[config.mk]
export PLATFORM = sky130hd
export DESIGN_NAME = dmem_arbiter
export DESIGN_NICKNAME = d
export VERILOG_FILES = /design/src/rtl/dmem_arbiter.sv
export SDC_FILE = /design/constraint.sdc
export NUM_CORES = 1
export LEC_CHECK = 0
export BUFFER_PORTS_ARGS = -buffer_cell sky130_fd_sc_hd__buf_2
export CAP_MARGIN = 10
export CORE_MARGIN = 2
export CORE_UTILIZATION = 46
export CTS_BUF_LIST = sky130_fd_sc_hd__clkbuf_4
export DETAILED_ROUTE_END_ITERATION = 10
export PLACE_DENSITY = 0.83
export SETUP_SLACK_MARGIN = 0.02
export SYNTH_ARGS = -nofsm -noshare
export SYNTH_HDL_FRONTEND = slang
export SYNTH_SLANG_ARGS = --single-unit
[constraint.sdc]
create_clock -name clk -period 1.65 [get_ports clk]
set_input_delay 0 -clock clk [delete_from_list [all_inputs] [get_ports clk]]
set_output_delay 0 -clock clk [all_outputs]
set_load 0.005 [all_outputs]
[src/rtl/dmem_arbiter.sv]
// dmem_arbiter: shares the single-port data memory between the CPU (port 0)
// and the keyboard/input capture engine (port 1). One access at a time is
// walked through IDLE -> ISSUE -> RESP, with round-robin priority between the
// two ports when both ask in the same cycle.
//
// Handshake: a requester raises req together with stable we/addr/wdata and
// holds all of them until it sees its one-cycle ack. The arbiter latches the
// request at grant, so changes before ack are ignored. A port whose ack is
// high in the current cycle is not eligible for a new grant, so a requester
// may keep req high (or re-raise it) across the ack cycle without causing a
// duplicate access. rdata is valid in the cycle the ack is high and only
// changes on read completions.
module dmem_arbiter #(
    parameter int AW = 8,
    parameter int DW = 8
) (
    input  logic          clk,
    input  logic          rst,
    input  logic          p0_req,
    input  logic          p0_we,
    input  logic [AW-1:0] p0_addr,
    input  logic [DW-1:0] p0_wdata,
    output logic          p0_ack,
    input  logic          p1_req,
    input  logic          p1_we,
    input  logic [AW-1:0] p1_addr,
    input  logic [DW-1:0] p1_wdata,
    output logic          p1_ack,
    output logic [DW-1:0] rdata,
    output logic [AW-1:0] mem_addr,
    output logic [DW-1:0] mem_din,
    output logic          mem_we,
    input  logic [DW-1:0] mem_dout,
    output logic          busy,
    output logic          owner,
    output logic [1:0]    dbg_state
);

    typedef enum logic [1:0] {
        S_IDLE  = 2'd0,
        S_ISSUE = 2'd1,
        S_RESP  = 2'd2
    } state_t;

    state_t        state_q;
    logic          prio_q;
    logic          owner_q;
    logic          we_q;
    logic          p0_ack_q;
    logic          p1_ack_q;
    logic [DW-1:0] rdata_q;
    logic [AW-1:0] mem_addr_q;
    logic [DW-1:0] mem_din_q;
    logic          mem_we_q;
    logic          busy_q;

    logic          elig0;
    logic          elig1;
    logic          grant_any_d;
    logic          grant_port_d;
    logic          grant_we_d;
    logic [AW-1:0] grant_addr_d;
    logic [DW-1:0] grant_wdata_d;

    // Pick the port to grant if the sequencer is idle this cycle.
    always_comb begin
        elig0         = p0_req & ~p0_ack_q;
        elig1         = p1_req & ~p1_ack_q;
        grant_any_d   = elig0 | elig1;
        grant_port_d  = (elig0 & elig1) ? prio_q : elig1;
        grant_we_d    = grant_port_d ? p1_we    : p0_we;
        grant_addr_d  = grant_port_d ? p1_addr  : p0_addr;
        grant_wdata_d = grant_port_d ? p1_wdata : p0_wdata;
    end

    // Access sequencer; every output is registered here.
    always_ff @(posedge clk or posedge rst) begin
        if (rst) begin
            state_q    <= S_IDLE;
            prio_q     <= 1'b0;
            owner_q    <= 1'b0;
            we_q       <= 1'b0;
            p0_ack_q   <= 1'b0;
            p1_ack_q   <= 1'b0;
            rdata_q    <= '0;
            mem_addr_q <= '0;
            mem_din_q  <= '0;
            mem_we_q   <= 1'b0;
            busy_q     <= 1'b0;
        end else begin
            // Acks are single-cycle pulses.
            p0_ack_q <= 1'b0;
            p1_ack_q <= 1'b0;
            case (state_q)
                S_IDLE: begin
                    if (grant_any_d) begin
                        owner_q    <= grant_port_d;
                        we_q       <= grant_we_d;
                        mem_addr_q <= grant_addr_d;
                        mem_din_q  <= grant_wdata_d;
                        mem_we_q   <= grant_we_d;
                        busy_q     <= 1'b1;
                        state_q    <= S_ISSUE;
                    end
                end
                S_ISSUE: begin
                    // The write commits at this edge; address stays put so
                    // the registered read data lines up in RESP.
                    mem_we_q <= 1'b0;
                    state_q  <= S_RESP;
                end
                S_RESP: begin
                    if (owner_q) begin
                        p1_ack_q <= 1'b1;
                    end else begin
                        p0_ack_q <= 1'b1;
                    end
                    if (!we_q) begin
                        rdata_q <= mem_dout;
                    end
                    prio_q  <= ~owner_q;
                    busy_q  <= 1'b0;
                    state_q <= S_IDLE;
                end
                default: begin
                    mem_we_q <= 1'b0;
                    busy_q   <= 1'b0;
                    state_q  <= S_IDLE;
                end
            endcase
        end
    end

    assign p0_ack    = p0_ack_q;
    assign p1_ack    = p1_ack_q;
    assign rdata     = rdata_q;
    assign mem_addr  = mem_addr_q;
    assign mem_din   = mem_din_q;
    assign mem_we    = mem_we_q;
    assign busy      = busy_q;
    assign owner     = owner_q;
    assign dbg_state = state_q;

endmodule

# Word level (Yosys, flattened, before mapping)
# Cells that the tools add are included.
[word_totals]
regBits = 33
output_inout_bits = 31
word_cells = 43
[classes]
n_eq_ne = 3
n_mux = 14
bitwise = 10
n_reduce_logical = 5
[ops]
columns = ["op", "n"]
rows = [
  ["$mux W8", 2],
  ["$mux W1", 8],
  ["$reduce_and A2 Y1", 4],
  ["$not A1 Y1", 6],
  ["$pmux W1 S2", 2],
  ["$pmux W2 S2", 1],
  ["$and A1 B1 Y1", 3],
  ["$eq A2 B1 Y1 const B", 1],
  ["$eq A2 B2 Y1 const B", 1],
  ["$logic_not A2 Y1", 1],
  ["$mux W2", 1],
  ["$ne A2 B2 Y1 const B", 1],
  ["$or A1 B1 Y1", 1],
]

# Logic depth before layout (Yosys ltp)
[logic_depth]
depth_word = 7
mapped_depth = 6
depth_no_buf = 4

# Worst setup path before layout
# No wires, ideal clock.
[synth_timing]
path_type = "register to register"
startpoint = "register p0_ack_q (netlist: p0_ack)"
endpoint = "register owner_q (netlist: owner)"
setup_time_ns = 0.125
arrival_time_ns = 1.236
required_ns = 1.525
slack_ns = 0.289
path_stages_with_launch = 6
path_buffers = 2
cell_sequence = "dfrtp_1 > nand2b_4 > o21ba_4 > buf_12 > buf_12 > mux2_4"
[synth_between]
elab_chain_cells = 4
[synth_lines]
columns = ["element", "line_no", "rtl"]
rows = [
  ["from (decl)", "49", "logic p0_ack_q;"],
  ["from (signal assigned)", "83", "p0_ack_q <= 1'b0;"],
  ["from (signal assigned)", "92", "p0_ack_q <= 1'b0;"],
  ["from (signal assigned)", "116", "p0_ack_q <= 1'b1;"],
  ["$not A1 Y1 (*)", "67", "elig0 = p0_req & ~p0_ack_q;"],
  ["$and A1 B1 Y1 (*)", "67", ""],
  ["$and A1 B1 Y1 or $or A1 B1 Y1 (tied branches)", "70, 69", ""],
  ["$mux W1 or $reduce_and A2 Y1 (tied branches)", "-", ""],
  ["to (signal assigned)", "97", "owner_q <= grant_port_d;"],
  ["to (decl)", "47", "logic owner_q;"],
]
# Mark *: on every way between the ends. The rest lies on a longest branch, timed or not.
# A chain may end at the register's enable or synchronous reset.

# Worst setup path in the final report
[layout_timing]
startpoint = "register p1_ack_q (netlist: p1_ack)"
endpoint = "register mem_addr_q[6] (netlist: mem_addr[6])"
[layout_between]
elab_chain_cells = 5
[layout_lines]
columns = ["element", "line_no", "rtl"]
rows = [
  ["from (decl)", "50", "logic p1_ack_q;"],
  ["from (signal assigned)", "84", "p1_ack_q <= 1'b0;"],
  ["from (signal assigned)", "93", "p1_ack_q <= 1'b0;"],
  ["from (signal assigned)", "114", "p1_ack_q <= 1'b1;"],
  ["$not A1 Y1 (*)", "68", "elig1 = p1_req & ~p1_ack_q;"],
  ["$and A1 B1 Y1 (*)", "68", ""],
  ["$and A1 B1 Y1", "70", "grant_port_d = (elig0 & elig1) ? prio_q : elig1;"],
  ["$mux W1", "70", ""],
  ["$mux W8", "72", "grant_addr_d = grant_port_d ? p1_addr : p0_addr;"],
  ["to (signal assigned)", "99", "mem_addr_q <= grant_addr_d;"],
  ["to (decl)", "52", "logic [AW-1:0] mem_addr_q;"],
]
# Marked as above.

==> impl_metrics.ini <==
[outcome]
outcome = completed

[logic_synthesis]
ys_warn_count = 0
yosysUniqueCellTypes = 21
synth_top_area_frac = 0.567
syn_area_mm2 = 0.00146
synthArstFlopShare = 1.00
synth-seq-area-share = 0.567
syn_avg_cell_area_um2 = 12.4
netlist_instances = 117
synth-edff-count = 0
synth_largest_area_cell = dfrtp_1
syn_nets = 163
synth_seq_cells = 33
ys_top_cells_by_count = 33 x dfrtp_1, 17 x mux2i_1, 17 x nand2_1, 17 x o21ai_1, 8 x mux2_2
ys_top_cells_by_area = dfrtp_1 57%, mux2i_1 12%, mux2_2 6.2%, o21ai_1 5.8%, nand2_1 4.4%
synth_ff_type = dfrtp_1
yosysMostFrequentCell = dfrtp_1

[floorplan]
dieHeight_um = 60.3
start_util = 0.481
coreArea_mm2 = 0.00303
die_w_um = 60.3
die_area_mm2 = 0.00363
row_count = 20
ios = 77

[power_and_ir_drop]
p_per_area_mw_per_mm2 = 1450
peakVddDrop_mv = 0.930
leakage_nw = 1.20

[clocking]
post_cts_buffers = 0
clk_latency_ps = 310
numCtsBuffers = 5
clockBufferDepth = 2
cts_tree = yes
root_buffer = clkbuf_4
cts.sinks = 33
clk_pin_slew_ps = 100
h-tree-depth = 2

[global_route]
grtUsageTotal = 0.254
grt_pass1_wl_um = 6620
antenna_found_initial = 0
grt_max_degree = 23
grt_overflow = 0
grt_pass1_vias = 1492

[place]
port_buffers = 76
dp.final_hpwl_um = 2310
placed_cells_incl_taps = 235
gp_congestion = 0.785
dp_worst_setup_slack_ps = 150

[timing]
finalHoldViolCount = 0
finalSetupViolCount = 0
timing.setup.tns_ps = 0
rsz0062_at_grt = no
worstMarginPinSlew_ps = 492
timing.fmax_mhz = 669
setup_ws_ps = 155
drv_slew = 0
period_share = 0.906
slew_headroom = 0.672
skew_ps = 2.12
period_minus_slack_ps = 1490

[flow_run]
drv_cap = 0

[worst_setup_path]
crit_fanout = 11
cp-startpoint = p1_ack$_DFF_PP0_
reg2reg_setup_slack_ps = 160
crit_required_ps = 1860
end_kind = flip-flop
critical_path_class = reg2reg
startpoint_type = flip-flop
r2r-end = mem_addr[6]$_DFFE_PP0P_
rr_startpoint = p1_ack$_DFF_PP0_
r2r_cells = 5
worstSetupEndpoint = mem_addr[6]$_DFFE_PP0P_
arrival_ps = 1700

[final_layout]
instances_no_fill = 284
diodes = 0
fin_util = 0.772
fillers = 202
nets = 285
area_growth_pct = 60.6
drive_gt1_frac = 0.425
register_area_um2 = 826
multi_input_area_um2 = 542

[routing]
routed_via_density = 4.75
vias = 1348
wirelength_um = 4110
drc = 0
drtAntennaViolNets = 0
wl_per_cell_um = 14.5
drt-initial-drc-count = 47
drt-pass1-iter-count = 4

[min_path]
hold_path.class = in2reg
==> worst max-delay path, stage by stage (launching register included) <==
cell	delay (ps)
dfrtp_1	400
nand2b_4	150
o21ba_4	380
buf_12	170
mux2i_1	210
o21ai_1	70
==> repair_timing <==
| action | 4_1_cts | 5_1_grt |
|---|---|---|
| hold buffers | 41 | 0 |
| hold endpoints to repair | 35 | 0 |
| endpoints found under the setup margin | 0 | 2 |
| gates resized for setup | 0 | 1 |
==> routing by layer <==
| layer | share of wire | GRT usage | wire (µm) | vias up |
|---|---|---|---|---|
| met3 | 0.045 | 0.0563 | 185 | 12 |
| li1 | - | - | - | 642 |
| met5 | 0 | 0 | 0 | - |
| met2 | 0.57 | 0.457 | 2360 | 65 |
| met4 | 0.029 | 0.143 | 121 | 0 |
| met1 | 0.35 | 0.270 | 1440 | 629 |
==> state kept, by name (all words and copies together), names as in the netlist, 2 cells and up <==
| signal | flops |
|---|---|
| dbg_state | 2 |
| mem_din | 8 |
| mem_addr | 8 |
| rdata | 8 |
==> final cells by class <==
class / count / area share
Inverter: 4 / 0.00642
Multi-Input combinational cell: 74 / 0.232
Clock buffer: 6 / 0.0193
Sequential cell: 33 / 0.353
Clock inverter: 2 / 0.00428
Tap cell: 44 / 0.0235
Timing Repair Buffer: 121 / 0.362
==> stage by stage <==
step           total power [mW]  cell area, µm²  hold slack [ps]
3_3_place_gp               2.80            1870             39.9
3_5_place_dp               2.85            1870             49.8
4_1_cts                    3.36            2330             3.52
5_1_grt                    3.67            2340             16.9
2_1_floorplan              2.36            1460              129
6_report                   3.39            2340             9.27
==> cells in the final DEF, fill, tap and decap left out, drive strengths merged <==
cell type,Yosys,routed
o21ai,18,18
a211oi,1,1
dfrtp,33,33
o21ba,1,1
a21oi,1,1
mux2,9,9
dlygate4sd3,0,41
nand2,17,17
a211o,1,1
nor2b,1,1
inv,4,4
nor2,4,4
clkbuf,0,6
mux2i,17,17
nand2b,3,3
buf,6,80
clkinv,0,2
a21o,1,1
==> where the power goes <==
| part | internal [mW] | total [mW] | switching (mW) |
|---|---|---|---|
| Clock | 0.179 | 0.435 | 0.256 |
| Sequential | 1.20 | 1.44 | 0.234 |
| Combinational | 0.808 | 1.52 | 0.713 |
==> worst min-delay path by stage <==
| stage | start | cells after the start | endpoint | slack, ps |
|---|---|---|---|---|
| 2_1_floorplan | rst | 1 | busy$_DFFE_PP0P_ | 130 |
| 3_3_place_gp | rst | 2 | mem_addr[7]$_DFFE_PP0P_ | 40 |
| 3_5_place_dp | rst | 2 | mem_addr[7]$_DFFE_PP0P_ | 50 |
| 4_1_cts | p0_we | 3 | we_q$_DFFE_PP0P_ | 4 |
| 5_1_grt | p0_we | 3 | we_q$_DFFE_PP0P_ | 20 |
| 6_report | p0_we | 3 | we_q$_DFFE_PP0P_ | 9 |
==> cell families after synthesis <==
| kind of cell | after synthesis | share of synthesized area |
|---|---|---|
| flops | 33 | 0.567 |
| mux | 26 | 0.189 |
| simple gates | 25 | 0.0833 |
| compound gates | 23 | 0.0962 |
| buf+inv | 10 | 0.0644 |
No activity file was read; power rests on OpenSTA's default activity.
